===== config.mk =====
export PLATFORM = sky130hd
export DESIGN_NAME = dmem_controller_flat
export DESIGN_NICKNAME = d
export VERILOG_FILES = /design/src/rtl/cpu_pkg.sv /design/src/rtl/dmem_controller_if.sv /design/src/rtl/dmem_wbuf.sv /design/src/rtl/dmem_controller.sv /design/src/flat_wrapper.sv
export SDC_FILE = /design/constraint.sdc
export NUM_CORES = 1
export LEC_CHECK = 0
export ABC_AREA = 0
export ABC_CLOCK_PERIOD_IN_PS = 2100
export CAP_MARGIN = 20
export CORE_AREA = 4 4 63 88
export CTS_CLUSTER_DIAMETER = 200
export CTS_CLUSTER_SIZE = 12
export DETAILED_ROUTE_END_ITERATION = 10
export DIE_AREA = 0 0 67 92
export MAX_ROUTING_LAYER = met4
export PLACE_DENSITY = 0.8
export REMOVE_ABC_BUFFERS = 1
export SKIP_LAST_GASP = 1
export SYNTH_ARGS = -nofsm -noshare
export SYNTH_HDL_FRONTEND = slang
export SYNTH_SLANG_ARGS = --single-unit

===== constraint.sdc =====
create_clock -name clk -period 2.1 [get_ports clk]
set_input_delay 0.63 -clock clk [delete_from_list [all_inputs] [get_ports clk]]
set_output_delay 0.63 -clock clk [all_outputs]
set_load 0.05 [all_outputs]

===== src/rtl/cpu_pkg.sv =====
// rtl/cpu_pkg.sv - shared CPU defaults, dmem controller state encoding, load/store opcodes
package cpu_pkg;

  localparam int ADDR_W_DEF = 8;
  localparam int DATA_W_DEF = 8;

  typedef enum logic [1:0] {
    ST_IDLE    = 2'd0,
    ST_DRAIN   = 2'd1,
    ST_RD_REQ  = 2'd2,
    ST_RD_DONE = 2'd3
  } dmem_state_e;

  localparam logic [6:0] OPC_LOAD  = 7'b0000011;
  localparam logic [6:0] OPC_STORE = 7'b0100011;

endpackage


===== src/rtl/dmem_controller_if.sv =====
// rtl/dmem_controller_if.sv - CPU-side and memory-side bus of the data memory controller
interface dmem_controller_if
  import cpu_pkg::*;
#(
  parameter int ADDR_W = ADDR_W_DEF,
  parameter int DATA_W = DATA_W_DEF
);

  logic              read;
  logic              write;
  logic [ADDR_W-1:0] address;
  logic [DATA_W-1:0] writedata;
  logic [DATA_W-1:0] readdata;
  logic              busywait;

  logic              mem_read;
  logic              mem_write;
  logic [ADDR_W-1:0] mem_address;
  logic [DATA_W-1:0] mem_writedata;
  logic [DATA_W-1:0] mem_readdata;
  logic              mem_busywait;

  // Drives CPU requests and memory responses.
  modport master (
    output read, write, address, writedata, mem_readdata, mem_busywait,
    input  readdata, busywait, mem_read, mem_write, mem_address, mem_writedata
  );

  // The controller itself.
  modport slave (
    input  read, write, address, writedata, mem_readdata, mem_busywait,
    output readdata, busywait, mem_read, mem_write, mem_address, mem_writedata
  );

endinterface


===== src/rtl/dmem_wbuf.sv =====
// rtl/dmem_wbuf.sv - one-entry posted write buffer with address-compare hit
module dmem_wbuf
  import cpu_pkg::*;
#(
  parameter int ADDR_W = ADDR_W_DEF,
  parameter int DATA_W = DATA_W_DEF
) (
  input  logic              clk,
  input  logic              rst_n,
  input  logic              load,
  input  logic              clear,
  input  logic [ADDR_W-1:0] load_addr,
  input  logic [DATA_W-1:0] load_data,
  input  logic [ADDR_W-1:0] cmp_addr,
  output logic              valid,
  output logic [ADDR_W-1:0] addr,
  output logic [DATA_W-1:0] data,
  output logic              hit
);

  // Load wins over clear so a store can refill the entry on the edge its predecessor drains.
  always_ff @(posedge clk or negedge rst_n) begin
    if (!rst_n) begin
      valid <= 1'b0;
      addr  <= '0;
      data  <= '0;
    end else if (load) begin
      valid <= 1'b1;
      addr  <= load_addr;
      data  <= load_data;
    end else if (clear) begin
      valid <= 1'b0;
    end
  end

  assign hit = valid && (addr == cmp_addr);

endmodule


===== src/rtl/dmem_controller.sv =====
// rtl/dmem_controller.sv - data memory controller with posted write buffer and load forwarding
module dmem_controller
  import cpu_pkg::*;
#(
  parameter int ADDR_W = ADDR_W_DEF,
  parameter int DATA_W = DATA_W_DEF
) (
  input  logic               clk,
  input  logic               rst_n,
  dmem_controller_if.slave   bus
);

  dmem_state_e       state, next_state;
  logic              wb_valid, wb_hit, wb_load, wb_clear;
  logic [ADDR_W-1:0] wb_addr;
  logic [DATA_W-1:0] wb_data;
  logic [DATA_W-1:0] readdata_q;
  logic              rd_hit, rd_miss_go, drain_done, wr_accept;

  // A read always wins when both requests are raised; the write is simply not seen.
  assign drain_done = (state == ST_DRAIN) && !bus.mem_busywait;
  assign rd_hit     = bus.read && wb_hit;
  assign rd_miss_go = bus.read && !wb_valid && (state == ST_IDLE);
  assign wr_accept  = bus.write && !bus.read && (!wb_valid || drain_done);

  dmem_wbuf #(.ADDR_W(ADDR_W), .DATA_W(DATA_W)) u_wbuf (
    .clk      (clk),
    .rst_n    (rst_n),
    .load     (wb_load),
    .clear    (wb_clear),
    .load_addr(bus.address),
    .load_data(bus.writedata),
    .cmp_addr (bus.address),
    .valid    (wb_valid),
    .addr     (wb_addr),
    .data     (wb_data),
    .hit      (wb_hit)
  );

  // State register.
  always_ff @(posedge clk or negedge rst_n) begin
    if (!rst_n) state <= ST_IDLE;
    else        state <= next_state;
  end

  // Next state: reads only start with an empty buffer, so a pending store always drains first.
  always_comb begin
    next_state = state;
    case (state)
      ST_IDLE: begin
        if (rd_miss_go)    next_state = ST_RD_REQ;
        else if (wb_valid) next_state = ST_DRAIN;
      end
      ST_DRAIN:   if (!bus.mem_busywait) next_state = ST_IDLE;
      ST_RD_REQ:  if (!bus.mem_busywait) next_state = ST_RD_DONE;
      ST_RD_DONE: next_state = ST_IDLE;
      default:    next_state = ST_IDLE;
    endcase
  end

  // CPU-facing outputs: stall decision, buffer control and the forwarding mux.
  always_comb begin
    wb_load      = wr_accept;
    wb_clear     = drain_done;
    bus.readdata = rd_hit ? wb_data : readdata_q;
    bus.busywait = 1'b0;
    if (!rst_n)          bus.busywait = 1'b0;
    else if (bus.read)   bus.busywait = !rd_hit && (state != ST_RD_DONE);
    else if (bus.write)  bus.busywait = !wr_accept;
  end

  // Memory strobes and address/data only change when a transfer is launched or completed.
  always_ff @(posedge clk or negedge rst_n) begin
    if (!rst_n) begin
      bus.mem_read      <= 1'b0;
      bus.mem_write     <= 1'b0;
      bus.mem_address   <= '0;
      bus.mem_writedata <= '0;
    end else begin
      bus.mem_read  <= (next_state == ST_RD_REQ);
      bus.mem_write <= (next_state == ST_DRAIN);
      if (state == ST_IDLE && next_state == ST_RD_REQ) begin
        bus.mem_address <= bus.address;
      end else if (state == ST_IDLE && next_state == ST_DRAIN) begin
        bus.mem_address   <= wb_addr;
        bus.mem_writedata <= wb_data;
      end
    end
  end

  // Load data register, captured on the completing edge of a memory read.
  always_ff @(posedge clk or negedge rst_n) begin
    if (!rst_n)                                       readdata_q <= '0;
    else if (state == ST_RD_REQ && !bus.mem_busywait) readdata_q <= bus.mem_readdata;
  end

endmodule


===== src/flat_wrapper.sv =====
// flat-port wrapper written by rule: the top's interface ports become plain ports
module dmem_controller_flat import cpu_pkg::*;
#(
  parameter int ADDR_W = ADDR_W_DEF,
  parameter int DATA_W = DATA_W_DEF
)
  (clk, rst_n, bus_read, bus_write, bus_address, bus_writedata, bus_mem_readdata, bus_mem_busywait, bus_readdata, bus_busywait, bus_mem_read, bus_mem_write, bus_mem_address, bus_mem_writedata);
  dmem_controller_if #(.ADDR_W(ADDR_W), .DATA_W(DATA_W)) bus_i ();
  input  logic clk;
  input  logic rst_n;
  input wire logic [$bits(bus_i.read)-1:0] bus_read;
  input wire logic [$bits(bus_i.write)-1:0] bus_write;
  input wire logic [$bits(bus_i.address)-1:0] bus_address;
  input wire logic [$bits(bus_i.writedata)-1:0] bus_writedata;
  input wire logic [$bits(bus_i.mem_readdata)-1:0] bus_mem_readdata;
  input wire logic [$bits(bus_i.mem_busywait)-1:0] bus_mem_busywait;
  output wire logic [$bits(bus_i.readdata)-1:0] bus_readdata;
  output wire logic [$bits(bus_i.busywait)-1:0] bus_busywait;
  output wire logic [$bits(bus_i.mem_read)-1:0] bus_mem_read;
  output wire logic [$bits(bus_i.mem_write)-1:0] bus_mem_write;
  output wire logic [$bits(bus_i.mem_address)-1:0] bus_mem_address;
  output wire logic [$bits(bus_i.mem_writedata)-1:0] bus_mem_writedata;
  assign bus_i.read = bus_read;
  assign bus_i.write = bus_write;
  assign bus_i.address = bus_address;
  assign bus_i.writedata = bus_writedata;
  assign bus_i.mem_readdata = bus_mem_readdata;
  assign bus_i.mem_busywait = bus_mem_busywait;
  assign bus_readdata = bus_i.readdata;
  assign bus_busywait = bus_i.busywait;
  assign bus_mem_read = bus_i.mem_read;
  assign bus_mem_write = bus_i.mem_write;
  assign bus_mem_address = bus_i.mem_address;
  assign bus_mem_writedata = bus_i.mem_writedata;
  dmem_controller #(.ADDR_W(ADDR_W), .DATA_W(DATA_W)) u_core (.clk(clk), .rst_n(rst_n), .bus(bus_i));
endmodule

Word level (Yosys, flattened, before mapping):

Index checks and enable logic that the tools add are counted.

* register bits: 45
* latch bits: 0
* RAM bits: 0
* bits in read-only memories: 0
* memories: 0

* add/sub/neg operators: 0
* $mul: 0
* divide/modulo/power cells: 0
* $lt $le $gt $ge: 0
* equal/unequal tests: 7
* shift-type cells: 0
* mux-type cells: 13
* bitwise gates (word level): 1
* reductions and logical operators: 21

Operators with widths (count)
* 8-bit two-way mux: 3
* 1-bit logical AND: 11
* 8-bit equality test: 1
* 2-bit two-way mux: 4
* 2-bit one-hot mux with 4 select lines: 1
* 2-bit equality test (second input constant): 3
* 1-bit zero test: 5
* 1-bit two-way mux: 5
* 2-bit by 1-bit equality test with 1-bit output (second input constant): 2
* 2-bit nonzero test: 2
* 2-bit zero test: 1
* 2-bit != test (second input constant): 1
* 2-bit AND reduction: 1
* 1-bit logical OR: 1
* 1-bit inverter: 1

Depth between registers and ports, before layout:

Gate-level depths: netlist of run 1.

* depth after elaboration: 9
* depth in mapped cells: 5

Cells and area by module:

From an unflattened synthesis of run 1, not the netlist that was laid out.

* cells, all modules: 177
* area total of the unflattened synthesis: 2087.0 um^2

Modules (own cells, without submodules)
* dmem_controller: times used 1, cells each 128, area an instance 1313.8 um^2, seq. area each 700.7 um^2
* dmem_wbuf: times used 1, cells each 49, area an instance 773.2 um^2, seq. area each 425.4 um^2

Worst setup path before layout of run 1:

OpenSTA, ideal clock, no wires.

* kind: input to output
* start point: in bus_address[0]
* end point: out bus_busywait
* arrival: 1.716 ns
* slack: -0.246 ns
* cell stages on the path: 4
* buffers on the path: 0
* cells stage by stage: xor2_1 -> nor4_2 -> nand3_2 -> a41o_1

* word-level cells in the longest chain between the ends: 7

Ends and longest elaborated chain
* from (decl): line flat_wrapper.sv:13 `input wire logic [$bits(bus_i.address)-1:0] bus_address;`
* 8-bit equality test: line dmem_wbuf.sv:36 `assign hit = valid && (addr == cmp_addr);`
* 1-bit logical AND: line dmem_wbuf.sv:36
* 1-bit logical AND: line dmem_controller.sv:22 `assign rd_hit = bus.read && wb_hit;`
* 1-bit zero test: line dmem_controller.sv:68 `else if (bus.read) bus.busywait = !rd_hit && (state != ST_RD_DONE);`
* 1-bit logical AND: line dmem_controller.sv:68
* 1-bit two-way mux: line dmem_controller.sv:68
* 1-bit two-way mux: line dmem_controller.sv:67 `if (!rst_n) bus.busywait = 1'b0;`
* to (decl): line flat_wrapper.sv:18 `output wire logic [$bits(bus_i.busywait)-1:0] bus_busywait;`

Every way passes these cells.

Worst setup path in the final report of run 1:

* start point: in bus_address[6]
* end point: out bus_readdata[5]

* word-level cells in the longest chain between the ends: 4

Ends and longest elaborated chain
* 8-bit equality test: line dmem_wbuf.sv:36
* 1-bit logical AND: line dmem_wbuf.sv:36
* 1-bit logical AND: line dmem_controller.sv:22
* 8-bit two-way mux: line dmem_controller.sv:65 `bus.readdata = rd_hit ? wb_data : readdata_q;`
* to (decl): line flat_wrapper.sv:17 `output wire logic [$bits(bus_i.readdata)-1:0] bus_readdata;`

Every way passes these cells.

==> results of run 1 <==
registers in the layout (all words and copies together), names as in the netlist:
name,count
u_core.bus.mem_address,8
u_core.bus.mem_writedata,8
u_core.readdata_q,8
u_core.u_wbuf.addr,8
u_core.u_wbuf.data,8
u_core.state,2
u_core.bus.mem_read,1
u_core.bus.mem_write,1
u_core.u_wbuf.valid,1
cell families after synthesis:
logic type             count (synthesis)  share of synthesized area (%)
flip-flops                            45                           57.4
AND/OR/NAND/NOR                       34                           9.37
buffers and inverters                  4                           1.66
multiplexers                          41                           23.8
AO/OA/AOI/OAI                         12                           4.21
XOR/XNOR                               8                           3.57
cells in the mapped netlist (2+ instances only):
cell	n	area (sq um)
xor2_1	7	61.3
nand2_1	4	15.0
buf_6	2	22.5
mux2_2	38	428
o22ai_1	8	50.1
nor2_1	17	63.8
mux2_4	2	30.0
buf_2	2	10.0
dfrtp_1	45	1130
nand2b_1	4	25.0
worst reg2reg max path, delay by kind of cell, from the launching register on:
kind / cells / cell delay, ns
simple gates: 1 / 0.54
buf+inv: 2 / 0.43
flops: 1 / 0.41
mux: 1 / 0.29
routing by layer:
layer	vias up	GRT usage, %	routed length [microns]
met5	-	-	0
met4	0	4.06	59
met3	6	3.06	201
met2	38	27.6	2300
met1	669	19.9	1920
li1	682	-	-
cell usage in the layout (no fill, tap or decap), types with 2 or more instances in the layout:
master           Yosys  routed
xor2_2               0       3
clkbuf_2             0       2
buf_6                2       2
clkdlybuf4s50_1      0      18
buf_2                2       3
xor2_1               7       4
nand2b_1             4       3
mux2_2              38      37
nor2_1              17      17
dfrtp_1             45      45
buf_12               0      12
buf_4                0      41
clkbuf_8             0       6
o22ai_1              8       8
mux2_4               2       3
nand2_1              4       4
clkdlybuf4s15_1      0       2
dlygate4sd2_1        0       2
what timing repair did:
item                       CTS  global route
pin swaps                    9             6
buffers inserted             1             0
resized for setup           32             6
gates cloned                 1             0
setup endpoints to repair    9             9
final timing paths:
kind | to | slack (ns)
worst max register to register | u_core.bus.mem_writedata[4]$_DFFE_PN0P_ | 0.32
worst max-delay path | bus_readdata[5] | -0.56
worst min-delay path | u_core.u_wbuf.addr[2]$_DFFE_PN0P_ | 0.29
min in group clk | u_core.bus.mem_address[6]$_DFFE_PN0P_ | 0.50
worst min register to register | u_core.bus.mem_address[6]$_DFFE_PN0P_ | 0.50
max in group asynchronous | u_core.u_wbuf.data[7]$_DFFE_PN0P_ | 1.29
final cells by class:
type | count | area [sq um] | share of cell area (%)
repair buffers | 84 | 853 | 28.3
well taps | 64 | 80.1 | 2.66
clock buffers | 7 | 86.3 | 2.87
flip-flops and latches | 45 | 1130 | 37.4
multi-input cells | 95 | 865 | 28.7
report_power, final:
group / internal (mW) / switching, mW
clock network: 0.261 / 0.266
registers: 1.31 / 0.284
logic: 1.39 / 1.61
total: 2.96 / 2.16
==> flow_summary.yaml, run 1 <==
die:
  core.rowCount: 30
  pin_count: 56
  core_area_sq_um: 4770
  die_w_microns: 67
  die_y_microns: 92
  dieArea_sq_um: 6160
  start_util_pct: 41.2
setup_path:
  crit_type: "primary input to primary output"
  cpMostUsedCell: "buf_12"
  r2r-start: "u_core.state[0]$_DFF_PN0_"
  worstSetupEndpointType: "primary output"
  worst-path-buf-inv: 3
  worstPathRequired_ns: 1.47
  slowest_delay_ns: 0.32
  worstPathCellList: "clkdlybuf4s15_1 -> xor2_1 -> nor3_2 -> nand3_4 -> buf_12 -> mux2_4 -> buf_12"
  critPathSlowestCell: "mux2_4"
  start_kind: "primary input"
  crit_arrival_ns: 2.03
  crit_path_start: "bus_address[6]"
  path_depth: 7
  critical_path.top_delay_family: "buffers and inverters"
  crit_fanout: 5
  r2r_cells: 4
clock_tree:
  clk_transition_reported_paths_ns: 0.08
  cts_buffers: 5
  clkLatencyLatePin_ns: 0.29
  cts_tree: "done"
  root_buffer: "clkbuf_8"
  holdBufCountCts: 0
  cts_buffer_depth: 2
  clock_sinks: 45
  htree_levels: 2
grt:
  grt_max_degree: 39
  antenna_found_initial: 0
  grt_pass1_vias: 1530
  grt_usage_pct: 16.4
  overflow: 0
  grt_first_pass_wirelength_mm: 7.47
sta:
  setup_tns_ns: -4.72
  fin_ws_ns: -0.561
  worst_slew_pin_slew_ns: 0.505
  whs_ns: 0.295
  fmax_mhz: 376
  period_needed_ns: 2.66
  hold_viol: 0
  rsz0062_at_grt: "true"
  period_share_pct: 127
  slew_headroom_pct: 66.4
  finalSetupViolCount: 9
  skew_ns: 0.00406
  slew_viol_final: 0
synthesis:
  ys_seq_area_share_pct: 57.4
  postSynthCellCount: 144
  synth-edff-count: 0
  ys_warn_count: 0
  synth_flop_cell: "dfrtp_1"
  ys_async_sr_fraction_pct: 100
  synth-seq-cells: 45
  synth_area_per_cell_sq_um: 13.6
  synthDistinctLibCells: 25
  netlist_area_sq_um: 1960
drt:
  firstDrtPassIters: 3
  drtAntennaViolNets: 0
  route.detailed.drc: 0
  drtIter0Drc: 24
  vias: 1395
  via_per_inst: 4.73
  finalWirelength_mm: 4.48
  wire_per_inst_microns: 15.2
cells_and_area:
  utilization_pct: 63.1
  num_antenna_cells: 0
  stdcell_area_sq_um: 3010
  areaGrowthSynthToFinish_pct: 53.3
  layout.nets: 260
  finalNonFillerCells: 295
  drive_gt1_share_pct: 50.6
  fillers: 394
placed_design:
  dp_hpwl_mm: 3.24
  pre_cts_slack_ns: -0.861
  place_area_sq_um: 2840
  dp_cells: 286
  gp_congestion: 0.715
  portBuffers: 55
run_status:
  outcome: "complete, but fails checks"
  violations: "setup timing"
job:
  cap_violations: 0
power:
  p_leak_nw: 1.36
  power_mw: 5.13
  max-vdd-ir-drop_mv: 0.892
  powerDensity_nw_per_um2: 1700
min_path:
  hold_path_class: "primary input to async pin"
No activity file was read; power rests on OpenSTA's default activity.
==> run 2: changes to the inputs <==
--- a/config.mk
+++ b/config.mk
@@ -7,7 +7,6 @@
 export LEC_CHECK = 0
 export ABC_AREA = 0
 export ABC_CLOCK_PERIOD_IN_PS = 2100
-export CAP_MARGIN = 20
 export CORE_AREA = 4 4 63 88
 export CTS_CLUSTER_DIAMETER = 200
 export CTS_CLUSTER_SIZE = 12
==> results of run 2 <==
The final DEF is identical to that of run 1; final timing and power are the same.
